File: src/rtl/uart_tx.sv
// uart_tx: asynchronous serial transmitter.
//   Sends one 5..9 bit character per tx_valid/tx_ready handshake.
//   Frame: start bit, data LSB-first, optional parity bit, 1 or 2 stop bits.
//   The frame format and divisor are sampled at accept, so a frame in
//   flight is unaffected by later configuration changes.
//
// Ports:
//   clk, rst_n         system clock, async active-low reset
//   tx_en              allow new frames (a frame in flight always completes)
//   parity[1:0]        00 none, 01 odd, 10 even, 11 none
//   data_bits[2:0]     000..100 -> 5..9 bits, 101..111 -> 8 bits
//   stop_bit           0 one stop bit, 1 two stop bits
//   tx_divisor[15:0]   clk cycles per bit (0 behaves as 1)
//   tx_data[8:0]       character; bits above the width are ignored
//   tx_valid/tx_ready  handshake
//   tx                 registered serial line, idle high
//   tx_done            high in the last cycle of the final stop bit
//   tx_idle            no frame in flight
//
// Build option UART_TX_BREAK_EN adds input tx_break: while high in IDLE
// the line is held low and no characters are accepted.
//
// state  | meaning
// IDLE   | line high (or low for break), waiting for a character
// START  | start bit (0)
// DATA   | data bits, LSB first
// PARITY | parity bit
// STOP   | one or two stop bits (1)

module uart_tx (
    input  logic        clk,
    input  logic        rst_n,
    input  logic        tx_en,
    input  logic [1:0]  parity,
    input  logic [2:0]  data_bits,
    input  logic        stop_bit,
    input  logic [15:0] tx_divisor,
    input  logic [8:0]  tx_data,
    input  logic        tx_valid,
`ifdef UART_TX_BREAK_EN
    input  logic        tx_break,
`endif
    output logic        tx_ready,
    output logic        tx,
    output logic        tx_done,
    output logic        tx_idle
);

    typedef enum logic [2:0] {S_IDLE, S_START, S_DATA, S_PARITY, S_STOP} state_t;

    state_t      state_q;
    logic [15:0] timer_q;
    logic [15:0] div_q;
    logic [8:0]  shift_q;
    logic [3:0]  bit_idx_q;
    logic [3:0]  nbits_q;
    logic        par_en_q;
    logic        par_bit_q;
    logic        stop2_q;
    logic        stop_sec_q;
    logic        tx_q;

    logic        break_req;
    logic [3:0]  nbits_d;
    logic [8:0]  data_d;
    logic [15:0] div_d;
    logic        accept;
    logic        bit_end;

`ifdef UART_TX_BREAK_EN
    assign break_req = tx_break;
`else
    assign break_req = 1'b0;
`endif

    always_comb begin
        nbits_d = 4'd8;
        data_d  = tx_data;
        case (data_bits)
            3'b000: begin nbits_d = 4'd5; data_d = {4'b0, tx_data[4:0]}; end
            3'b001: begin nbits_d = 4'd6; data_d = {3'b0, tx_data[5:0]}; end
            3'b010: begin nbits_d = 4'd7; data_d = {2'b0, tx_data[6:0]}; end
            3'b100: begin nbits_d = 4'd9; data_d = tx_data;                end
            default: begin nbits_d = 4'd8; data_d = {1'b0, tx_data[7:0]}; end
        endcase
    end

    assign div_d    = (tx_divisor == 16'd0) ? 16'd1 : tx_divisor;
    assign tx_ready = rst_n & (state_q == S_IDLE) & tx_en & ~break_req;
    assign accept   = tx_valid & tx_ready;
    assign bit_end  = (timer_q == 16'd0);
    assign tx_idle  = (state_q == S_IDLE);
    assign tx       = tx_q;
    // Done is decoded from registered state so it lines up with the
    // final stop-bit cycle even when the divisor is 1.
    assign tx_done  = (state_q == S_STOP) & bit_end & (~stop2_q | stop_sec_q);

    always_ff @(posedge clk or negedge rst_n) begin
        if (!rst_n) begin
            state_q    <= S_IDLE;
            timer_q    <= 16'd0;
            div_q      <= 16'd0;
            shift_q    <= 9'd0;
            bit_idx_q  <= 4'd0;
            nbits_q    <= 4'd0;
            par_en_q   <= 1'b0;
            par_bit_q  <= 1'b0;
            stop2_q    <= 1'b0;
            stop_sec_q <= 1'b0;
            tx_q       <= 1'b1;
        end else begin
            case (state_q)
                S_IDLE: begin
                    tx_q <= ~break_req;
                    if (accept) begin
                        state_q    <= S_START;
                        tx_q       <= 1'b0;
                        timer_q    <= div_d - 16'd1;
                        div_q      <= div_d;
                        shift_q    <= data_d;
                        nbits_q    <= nbits_d;
                        par_en_q   <= (parity == 2'b01) | (parity == 2'b10);
                        // Odd parity is the inverted even parity.
                        par_bit_q  <= (^data_d) ^ (parity == 2'b01);
                        stop2_q    <= stop_bit;
                        stop_sec_q <= 1'b0;
                    end
                end
                S_START: begin
                    if (bit_end) begin
                        state_q   <= S_DATA;
                        tx_q      <= shift_q[0];
                        shift_q   <= shift_q >> 1;
                        bit_idx_q <= 4'd0;
                        timer_q   <= div_q - 16'd1;
                    end else begin
                        timer_q <= timer_q - 16'd1;
                    end
                end
                S_DATA: begin
                    if (bit_end) begin
                        timer_q <= div_q - 16'd1;
                        if (bit_idx_q == nbits_q - 4'd1) begin
                            if (par_en_q) begin
                                state_q <= S_PARITY;
                                tx_q    <= par_bit_q;
                            end else begin
                                state_q <= S_STOP;
                                tx_q    <= 1'b1;
                            end
                        end else begin
                            bit_idx_q <= bit_idx_q + 4'd1;
                            tx_q      <= shift_q[0];
                            shift_q   <= shift_q >> 1;
                        end
                    end else begin
                        timer_q <= timer_q - 16'd1;
                    end
                end
                S_PARITY: begin
                    if (bit_end) begin
                        state_q <= S_STOP;
                        tx_q    <= 1'b1;
                        timer_q <= div_q - 16'd1;
                    end else begin
                        timer_q <= timer_q - 16'd1;
                    end
                end
                S_STOP: begin
                    tx_q <= 1'b1;
                    if (bit_end) begin
                        if (stop2_q && !stop_sec_q) begin
                            stop_sec_q <= 1'b1;
                            timer_q    <= div_q - 16'd1;
                        end else begin
                            state_q <= S_IDLE;
                        end
                    end else begin
                        timer_q <= timer_q - 16'd1;
                    end
                end
                default: begin
                    state_q <= S_IDLE;
                    tx_q    <= 1'b1;
                end
            endcase
        end
    end

endmodule

File: config.mk
export PLATFORM = sky130hd
export DESIGN_NAME = uart_tx
export DESIGN_NICKNAME = d
export VERILOG_FILES = /design/src/rtl/uart_tx.sv
export SDC_FILE = /design/constraint.sdc
export NUM_CORES = 1
export LEC_CHECK = 0
export ABC_AREA = 1
export CAP_MARGIN = 30
export CELL_PAD_IN_SITES_DETAIL_PLACEMENT = 0
export CELL_PAD_IN_SITES_GLOBAL_PLACEMENT = 1
export CORE_ASPECT_RATIO = 0.9
export CORE_MARGIN = 2
export CORE_UTILIZATION = 25
export DETAILED_ROUTE_END_ITERATION = 12
export PLACE_DENSITY = 0.6
export SLEW_MARGIN = 20
export SYNTH_ARGS = -nofsm -noshare
export SYNTH_HDL_FRONTEND = slang
export SYNTH_SLANG_ARGS = --single-unit
export TNS_END_PERCENT = 5
File: constraint.sdc
create_clock -name clk -period 3.9 [get_ports clk]
set_input_delay 0.78 -clock clk [delete_from_list [all_inputs] [get_ports clk]]
set_output_delay 0.78 -clock clk [all_outputs]
set_load 0.05 [all_outputs]
### Word-level counts from Yosys, hierarchy flattened

Cells that the tools add are included.

* bits in registers: 57
* input port bits: 35
* output and inout port bits: 4
* word-level logic and storage cells: 101

* $add $sub $neg: 5
* eq/ne operators: 20
* mux-type cells: 37
* bitwise gates (word level): 9
* reduce and logical (&&, ||, !) cells: 19

Operators with widths (count)
* $mux 16: 5
* $pmux 16 s3: 1
* $sub 16x1->16 const B: 3
* $mux 9: 4
* $pmux 9 s4: 1
* $logic_not 16->1: 2
* $pmux 9 s3: 1
* $mux 3: 8
* $pmux 4 s4: 1
* $pmux 3 s5: 1
* $ne 2x2->1 const B: 7
* $mux 4: 3
* $eq 3x2->1 const B: 3
* $mux 1: 9
* $reduce_xor 9->1: 1
* $pmux 4 s2: 1
* $reduce_and 4->1: 2
* $reduce_and 7->1: 1
* $eq 3x1->1 const B: 2
* $eq 3x3->1 const B: 2
* $logic_not 3->1: 2
* $reduce_and 3->1: 2
* $reduce_bool 3->1: 2
* $and 1x1->1: 5
* other kinds (18): 21

### Logic depth before layout (Yosys ltp)

Gate-level depths: netlist of run 1.

* word-level depth: 6
* depth in mapped cells: 17
* gate-level depth less buffers: 16

### Least setup slack after synthesis of run 1

OpenSTA, ideal clock, no wires.

* path kind: reg2out
* start point: register timer_q[15]
* end point: output port tx_done
* data arrival time: 1669 ps
* required time: 3120 ps
* path slack: 1451 ps
* stages on the path, launching flop included: 8
* buffers on the path: 0
* cell sequence: dfrtp_1 -> nor2_1 -> nand2_1 -> nor2_2 -> nand2_1 -> inv_2 -> nand2_1 -> nor2_1

* longest elaborated chain between the ends: 3

Ends and longest elaborated chain
* start, declared: line 52 `logic [15:0] timer_q;`
* start signal, assigned: line 118 `timer_q <= div_d - 16'd1;`
* start signal, assigned: line 135 `timer_q <= div_q - 16'd1;`
* start signal, assigned: line 137 `timer_q <= timer_q - 16'd1;`
* $logic_not 16->1: line 91 `assign bit_end = (timer_q == 16'd0);`
* $and 1x1->1 (2 in series): line 96 `assign tx_done = (state_q == S_STOP) & bit_end & (~stop2_q | stop_sec_q);`
* end, declared: line 45 `output logic tx_done,`

Every way passes these cells.

### Worst setup path in the final report of run 1

* start point: register timer_q[13]
* end point: output port tx_done

Same word-level chain as after synthesis.

==> flow_summary.yaml, run 1 <==
final_layout:
  syn_to_final_growth_pct: 23.4
  final_common_cell: "nand2_1"
  diodes: 0
  final_cell_mix: "nand2_1, inv_1, dfrtp_1, nor2_1, nand3_1"
  nets: 583
  layout-drive-gt1-share_pct: 12.6
  finish.instance_area_mm2: 0.00455
  fillCellCount: 1572
  final_cell_count_no_fill: 747
timing:
  finalHoldViolations: 0
  min_period_over_period_pct: 80.7
  finalSetupViolCount: 0
  drv_slew: 0
  fin_tns_setup_ns: 0
  rsz0062_at_grt: "false"
  max_freq_mhz: 318
  tightestPinTransition_ns: 0.761
  finalCriticalPeriod_ns: 3.15
  relSlewSlack_pct: 49.3
  fin_hold_ws_ns: 0.475
  fin_skew_ns: 0.00555
hold_path:
  min_path_type: "reg2reg"
  min_to: "div_q[15]$_DFFE_PN0P_"
  hold_path_depth: 2
  worstHoldStart: "div_q[15]$_DFFE_PN0P_"
clock_network:
  clk_pin_slew_worst_paths_ns: 0.05
  clk_latency_ns: 0.33
  ctsResizeCount: 0
  h-tree-depth: 3
  hold_buffers: 0
  clk_path_buf_depth: 2
  cts_setup_buffers: 0
  cts_root_buffer: "clkbuf_16"
  cts_sinks: 57
  numCtsBuffers: 9
  tritoncts: "done"
synthesis:
  syn-num-nets: 543
  synth_top_area_cell: "dfrtp_1"
  yosys_warnings: 0
  netlist-cell-type-count: 46
  synth_seq_area_share_pct: 38.7
  synth_top_area_share_pct: 38.0
  synthFlopType: "dfrtp_1"
  avgSynthCellArea_um2: 7.32
  syn_area_mm2: 0.00369
  synth_area_leaders: "dfrtp_1, nand2_1, inv_1"
  synth_seq_cells: 57
  async_flop_share_pct: 100
  synth_edf_count: 0
  netlist_instances: 504
power:
  p_switching_mw: 1.82
  pwr-share-seq_pct: 27.0
  netSwitchingFraction_pct: 46.6
  total_power_mw: 3.90
  worst_ir_drop_vdd_uv: 296
  powerDensity_mw_per_mm2: 856
  intPower_mw: 2.08
  p_leak_nw: 2.10
  p_comb_share_pct: 53.0
  power_frac_clock_pct: 20.0
critical_path:
  cp.required_ns: 3.12
  crit_top_cell: "nand2_1"
  ff2ff_setup_slack_ns: 1.30
  crit_chain: "nor2_1 -> nand2_1 -> nor2_2 -> nand2_1 -> inv_2 -> nand2_1 -> nor2_1 -> clkdlybuf4s50_1"
  cp.arrival_ns: 2.37
  rr_startpoint: "state_q[0]$_DFFE_PN0P_"
  cp_max_fo: 7
  worst_path_largest_cell_delay_ns: 0.83
  start_kind: "flip-flop"
  critical_path_class: "reg2out"
  cp_slowest_cell: "clkdlybuf4s50_1"
  r2r_cells: 14
  cp-end-kind: "primary output"
  reg2reg_to: "timer_q[8]$_DFFE_PN0P_"
detailed_routing:
  vias_per_cell: 4.41
  ant_nets: 0
  routedWlPerCell_um: 13.2
  drc: 0
  drtIter0Drc: 208
  drt-total-wl_um: 9840
  drtPass1Iterations: 5
  vias: 3294
floorplan:
  die_w_um: 132
  fp-row-count: 42
  dieHeight_um: 119
  core_area_mm2: 0.0146
  io_pins: 39
  dieArea_mm2: 0.0157
  start_util_pct: 25.3
placement:
  dpl_cell_area_mm2: 0.00426
  globalplace.congestion: 0.791
  io_buffers: 38
  placed_cells: 731
  dp_hpwl_um: 7240
global_route:
  gr-usage-all-layers_pct: 13.8
  overflow: 0
  grt_pass1_wl_um: 17000
  grt_pass1_vias: 3327
  grt_max_degree: 58
  grt_antenna_before_repair: 0
run:
  maxCapViolations: 0
outcome:
  status: "finished clean"
[through the flow]
step / setup WS (ns) / utilization [%]
after floorplan: 1.45 / -
after global placement: 0.900 / 29.3
after detailed placement: 0.899 / 29.3
after CTS: 0.712 / 31.3
after global routing: 0.574 / 31.3
final: 0.751 / 31.3
[worst max-delay path by stage]
| stage | from | to | slack [ns] | depth (start not counted) |
|---|---|---|---|---|
| finish | timer_q[13]$_DFFE_PN0P_ | tx_done | 0.75 | 8 |
| global placement | tx_en | tx_ready | 0.90 | 4 |
| CTS | timer_q[9]$_DFFE_PN0P_ | tx_done | 0.71 | 8 |
| detailed placement | tx_en | tx_ready | 0.90 | 4 |
| global route | timer_q[9]$_DFFE_PN0P_ | tx_done | 0.57 | 8 |
| floorplan | timer_q[15]$_DFFE_PN0P_ | tx_done | 1.45 | 7 |
[cells by family (layout without fill, tap and decap cells)]
group,Yosys count,in the layout,share of synthesized area [%]
AO/OA/AOI/OAI,71,71,11.8
XOR/XNOR,18,18,4.27
adder cells (fa/ha/maj),4,4,1.36
buffers and inverters,82,127,9.40
flip-flops,57,57,38.7
AND/OR/NAND/NOR,272,272,34.5
[power groups by stage]
stage                     Clock, mW  Sequential, mW  Combinational [mW]
after floorplan                   0            1.03                1.70
after global placement            0            1.06                2.06
after detailed placement          0            1.06                2.08
after CTS                     0.808            1.05                2.09
after global routing          0.833            1.09                2.40
final                         0.779            1.05                2.07
[layout make-up]
class | instances | area, um^2 | share of cell area, %
multi-input cells | 365 | 1910 | 42.1
clock buffers | 13 | 250 | 5.50
inverters | 68 | 258 | 5.66
well taps | 198 | 248 | 5.44
repair buffers | 43 | 413 | 9.07
flip-flops and latches | 57 | 1430 | 31.4
clock inverters | 3 | 40.0 | 0.880
[cells in the mapped netlist (2+ instances only)]
cell type / instances
a21oi_1: 4
a21oi_2: 2
buf_2: 7
clkbuf_1: 3
dfrtp_1: 56
ha_1: 4
inv_1: 59
inv_2: 8
nand2_1: 131
nand2_2: 11
nand2_4: 2
nand3_1: 43
nand3b_1: 4
nand4_1: 8
nor2_1: 48
nor2_2: 8
nor2_4: 7
nor3_1: 3
nor3_2: 2
o211ai_1: 2
o21ai_0: 37
o21ai_1: 8
o22ai_1: 3
o31ai_1: 6
xnor2_1: 8
xor2_1: 10
[sequential cells by signal, indices dropped and copies added (netlist names)]
name        cells
timer_q        16
par_en_q        1
nbits_q         4
stop2_q         1
shift_q         9
bit_idx_q       4
tx              1
stop_sec_q      1
state_q         3
div_q          16
par_bit_q       1
[routing by layer]
metal	vias to the layer above	part of all wire [%]	track usage, %
met5	-	0	0
met4	0	0.86	5.30
met3	8	5.7	3.28
met2	71	42	20.4
met1	1519	51	19.3
li1	1696	-	-
[worst max-delay path: cells and delay by family (launching register included)]
family | cells | cell delay, ns
buffers and inverters | 2 | 0.98
AND/OR/NAND/NOR | 6 | 0.64
flip-flops | 1 | 0.40
(Power assumes the default switching activity.)
==> run 2, diff against run 1 <==
==> constraint.sdc (replaced) <==
create_clock -name clk -period 3.2 [get_ports clk]
set_input_delay 0.64 -clock clk [delete_from_list [all_inputs] [get_ports clk]]
set_output_delay 0.64 -clock clk [all_outputs]
set_load 0.05 [all_outputs]
==> flow_summary.yaml, run 2 (same netlist as run 1, synthesis figures left out) <==
detailed_routing:
  drtPass1Iterations: 4
  drc: 0
  vias: 3324
  drtIter0Drc: 214
  ant_nets: 0
  drt-total-wl_um: 10200
  routedWlPerCell_um: 13.6
  vias_per_cell: 4.43
floorplan:
  io_pins: 39
  die_w_um: 132
  start_util_pct: 25.3
  dieHeight_um: 119
  core_area_mm2: 0.0146
  fp-row-count: 42
  dieArea_mm2: 0.0157
timing:
  finalCriticalPeriod_ns: 2.83
  rsz0062_at_grt: "false"
  fin_skew_ns: 0.00974
  relSlewSlack_pct: 48.2
  finalHoldViolations: 0
  fin_tns_setup_ns: 0
  min_period_over_period_pct: 88.6
  finalSetupViolCount: 0
  drv_slew: 0
  tightestPinTransition_ns: 0.777
  max_freq_mhz: 353
final_layout:
  layout-drive-gt1-share_pct: 13.6
  syn_to_final_growth_pct: 24.5
  final_common_cell: "nand2_1"
  final_cell_mix: "nand2_1, inv_1, dfrtp_1, nor2_1, nand3_1"
  top_regs: "div_q x16, timer_q x16, shift_q x9"
  finish.instance_area_mm2: 0.00459
  diodes: 0
  nets: 586
critical_path:
  cp.arrival_ns: 2.19
  start_kind: "flip-flop"
  critical_path_class: "reg2out"
  crit_chain: "nor2_1 -> nand2_1 -> nor2_2 -> nand2_1 -> inv_2 -> nand2_1 -> nor2_1 -> buf_12"
  cp-end-kind: "primary output"
  cp_slowest_cell: "dfrtp_1"
  worst_path_largest_cell_delay_ns: 0.40
  cp_max_fo: 8
  crit_top_cell: "nand2_1"
  cp.required_ns: 2.56
clock_network:
  clk_path_buf_depth: 2
  clk_latency_ns: 0.34
  clk_pin_slew_worst_paths_ns: 0.05
  cts_setup_buffers: 0
  ctsResizeCount: 0
  tritoncts: "done"
  numCtsBuffers: 9
  cts_root_buffer: "clkbuf_16"
  cts_sinks: 57
  h-tree-depth: 3
  hold_buffers: 0
placement:
  io_buffers: 38
  dpl_cell_area_mm2: 0.00429
  dp_hpwl_um: 7500
  globalplace.congestion: 0.790
global_route:
  grt_antenna_before_repair: 0
  gr-usage-all-layers_pct: 14.1
  overflow: 0
  grt_pass1_wl_um: 17400
  grt_use_met1_pct: 20.1
  gr-usage-met3_pct: 4.17
  grt_pass1_vias: 3373
  grt_max_degree: 58
  gr-usage-met2_pct: 20.8
  grt-busiest-layer: "met2"
power:
  p_leak_nw: 2.13
  worst_ir_drop_vdd_uv: 358
  powerDensity_mw_per_mm2: 1060
run:
  maxCapViolations: 0
outcome:
  status: "finished clean"
hold_path:
  min_path_type: "reg2reg"
run 2: changes by cell type in the layout (fill, tap and decap cells not counted), sizes merged:
cell / previous run / this run
buf: 6 / 11
clkdlybuf4s50: 37 / 35
run 2: through the flow:
stage / total power, mW / setup WS [ns] / hold slack, ns / util, % / cells
finish: 4.84 / 0.366 / 0.479 / 31.5 / 750
global route: 5.33 / 0.194 / 0.515 / 31.5 / 750
CTS: 4.91 / 0.315 / 0.486 / 31.5 / 750
detailed placement: 3.90 / 0.505 / 0.471 / 29.5 / 734
global placement: 3.89 / 0.526 / 0.460 / 29.5 / 734
floorplan: 3.32 / 0.891 / 0.344 / - / 504
run 2: area by class of cell:
type	instances	area (um^2)
clock buffers	13	260
clock inverters	3	40.0
fillers	1589	9970
inverters	68	258
multi-input cells	365	1910
flip-flops and latches	57	1430
well taps	198	248
repair buffers	46	443
run 2: final timing paths:
| kind | cells past startpoint | endpoint | slack (ns) | start |
|---|---|---|---|---|
| worst max register to register | 16 | timer_q[8]$_DFFE_PN0P_ | 0.78 | timer_q[6]$_DFFE_PN0P_ |
| worst min-delay path | 2 | shift_q[4]$_DFFE_PN0P_ | 0.48 | shift_q[4]$_DFFE_PN0P_ |
| worst min register to register | 2 | shift_q[4]$_DFFE_PN0P_ | 0.48 | shift_q[4]$_DFFE_PN0P_ |
| max in group asynchronous | 2 | div_q[8]$_DFFE_PN0P_ | 2.11 | rst_n |
| min in group asynchronous | 2 | shift_q[2]$_DFFE_PN0P_ | 0.56 | rst_n |
| worst max-delay path | 8 | tx_done | 0.37 | timer_q[6]$_DFFE_PN0P_ |
run 2: power by group:
part	leakage, nW	internal (mW)	switching, mW	total, mW
sequential	0.710	1.07	0.212	1.28
combinational	1.27	0.872	1.70	2.58
clock	0.150	0.642	0.342	0.984
total	2.13	2.59	2.26	4.84
run 2: per-layer routing:
metal	vias up	share of wire (%)
met5	-	0
met4	0	1.2
met3	9	4.7
met2	57	41
met1	1565	53
li1	1693	-
run 2: worst max-delay path, delay by kind of cell (launching register included):
kind,cells,cell delay (ns)
flip-flops,1,0.40
buffers and inverters,2,0.36
AND/OR/NAND/NOR,6,1.10
==> run 3, diff against run 2 <==
--- a/config.mk
+++ b/config.mk
@@ -5,15 +5,14 @@
 export SDC_FILE = /design/constraint.sdc
 export NUM_CORES = 1
 export LEC_CHECK = 0
-export ABC_AREA = 1
 export CAP_MARGIN = 30
 export CELL_PAD_IN_SITES_DETAIL_PLACEMENT = 0
 export CELL_PAD_IN_SITES_GLOBAL_PLACEMENT = 1
 export CORE_ASPECT_RATIO = 0.9
-export CORE_MARGIN = 2
+export CORE_MARGIN = 4
 export CORE_UTILIZATION = 25
 export DETAILED_ROUTE_END_ITERATION = 12
-export PLACE_DENSITY = 0.6
+export PLACE_DENSITY = 0.58
 export SLEW_MARGIN = 20
 export SYNTH_ARGS = -nofsm -noshare
 export SYNTH_HDL_FRONTEND = slang
==> flow_summary.yaml, run 3 <==
outcome:
  status: "finished clean"
synthesis:
  synth_seq_cells: 57
  synth_area_leaders: "dfrtp_1, mux2_2, nor2_1"
  synth_top_area_cell: "dfrtp_1"
  netlist_instances: 366
  synth_seq_area_share_pct: 42.1
  synth_common_cells: "dfrtp_1, nor2_1, nand2_1"
  synthFlopType: "dfrtp_1"
  synth_edf_count: 0
  netlist-cell-type-count: 54
  syn-num-nets: 405
  syn_area_mm2: 0.00339
  synth_top_area_share_pct: 41.3
  yosysMostFrequentCell: "dfrtp_1"
  async_flop_share_pct: 100
  avgSynthCellArea_um2: 9.27
  yosys_warnings: 0
power:
  p_leak_nw: 1.83
  worst_ir_drop_vdd_uv: 357
  total_power_mw: 3.93
  powerDensity_mw_per_mm2: 894
critical_path:
  cp.required_ns: 2.56
  critical_path_class: "reg2out"
  cp_slowest_cell: "and3_1"
  ff2ff_setup_slack_ns: 0.28
  start_kind: "flip-flop"
  cp-end-kind: "primary output"
  crit_chain: "nor4_1 -> and3_1 -> nand2_1 -> nor3_1 -> buf_12"
  cp.arrival_ns: 2.37
  path_buf_inv: 1
  path_delay_family: "simple AND/OR/NAND/NOR gates"
  worst_path_largest_cell_delay_ns: 0.53
  cp_max_fo: 11
final_layout:
  top_regs: "div_q x16, timer_q x16, shift_q x9"
  layout-drive-gt1-share_pct: 18.4
  nets: 459
  final_cell_mix: "dfrtp_1, nor2_1, clkdlybuf4s50_1, nand2_1"
  syn_to_final_growth_pct: 29.5
  final_common_cell: "dfrtp_1"
  diodes: 0
  final_cell_count_no_fill: 593
clock_network:
  cts_root_buffer: "clkbuf_16"
  cts_sinks: 57
  ctsResizeCount: 0
  h-tree-depth: 3
  numCtsBuffers: 9
  clk_pin_slew_worst_paths_ns: 0.05
  clk_latency_ns: 0.33
  tritoncts: "done"
  cts_setup_buffers: 0
  clk_path_buf_depth: 2
  hold_buffers: 0
hold_path:
  min_path_type: "reg2reg"
global_route:
  grt_pass1_vias: 2858
  grt_antenna_before_repair: 0
  gr-usage-all-layers_pct: 12.3
  grt_max_degree: 58
  grt_pass1_wl_um: 14900
  overflow: 0
detailed_routing:
  drtPass1Iterations: 4
  drc: 0
  ant_nets: 0
  vias: 2819
  drtIter0Drc: 150
  drt-total-wl_um: 8900
  vias_per_cell: 4.75
  routedWlPerCell_um: 15.0
placement:
  globalplace.congestion: 0.772
  io_buffers: 38
  dp_hpwl_um: 6530
  placed_cells: 576
timing:
  rsz0062_at_grt: "false"
  tightestPinTransition_ns: 0.770
  min_period_over_period_pct: 94.0
  relSlewSlack_pct: 48.7
  finalHoldViolations: 0
  drv_slew: 0
  fin_skew_ns: 0.00662
  finalCriticalPeriod_ns: 3.01
  fin_tns_setup_ns: 0
  max_freq_mhz: 332
  finalSetupViolCount: 0
floorplan:
  dieHeight_um: 119
  start_util_pct: 25.5
  fp-row-count: 40
  die_w_um: 131
  io_pins: 39
  dieArea_mm2: 0.0155
  core_area_mm2: 0.0133
run:
  maxCapViolations: 0
## run 3: worst min-delay path, delay by kind of cell, from the launching register on
kind,cells,cell delay [ns]
flip-flops,1,0.34
AO/OA/AOI/OAI,1,0.06
AND/OR/NAND/NOR,1,0.05
## run 3: cell families after synthesis
logic type               synth area share (%)
AND/OR/NAND/NOR                          18.3
AO/OA/AOI/OAI                            16.6
flip-flops                               42.1
buffers and inverters                    4.68
XOR/XNOR                                 7.49
multiplexers                             9.37
adder cells (fa/ha/maj)                  1.48
## run 3: cell type report
| class | instances | area [um^2] |
|---|---|---|
| Inverter | 15 | 56.3 |
| Clock inverter | 7 | 119 |
| Sequential cell | 57 | 1430 |
| Tap cell | 168 | 210 |
| Clock buffer | 9 | 225 |
| Multi-Input combinational cell | 277 | 1810 |
| Timing Repair Buffer | 60 | 548 |
| Fill cell | 1409 | 8920 |
## run 3: path summary, 6_finish.rpt
kind,cells past startpoint,start,to
max,5,timer_q[1]$_DFFE_PN0P_,tx_done
min,2,stop_sec_q$_DFFE_PN0P_,stop_sec_q$_DFFE_PN0P_
max reg2reg,11,state_q[0]$_DFFE_PN0P_,timer_q[12]$_DFFE_PN0P_
min reg2reg,2,stop_sec_q$_DFFE_PN0P_,stop_sec_q$_DFFE_PN0P_
max in group asynchronous,2,rst_n,div_q[11]$_DFFE_PN0P_
min in group asynchronous,2,rst_n,div_q[4]$_DFFE_PN0P_
## run 3: per-layer routing
metal  part of all wire [%]  vias up  track usage [%]  routed length (um)
li1                       -     1399                -                   -
met1                     51     1365             17.6                4530
met2                     44       47             17.8                3930
met3                    3.7        8             4.20                 326
met4                    1.2        0             3.08                 108
met5                      0        -                0                   0
## run 3: through the flow
stage               setup slack (ns)  instance area [um^2]  util [%]  hold WS [ns]
finish                         0.192                  4390      33.0         0.480
global placement              0.0376                  4040      30.3         0.463
CTS                            0.163                  4380      32.9         0.487
global route                  0.0202                  4390      33.0         0.516
detailed placement           0.00519                  4040      30.3         0.476
floorplan                      0.317                  3390         -         0.344
## run 3: report_power, final
part | switching [mW] | internal, mW | leakage (nW)
Combinational | 0.803 | 0.705 | 0.975
Sequential | 0.255 | 1.04 | 0.692
Clock | 0.360 | 0.759 | 0.162
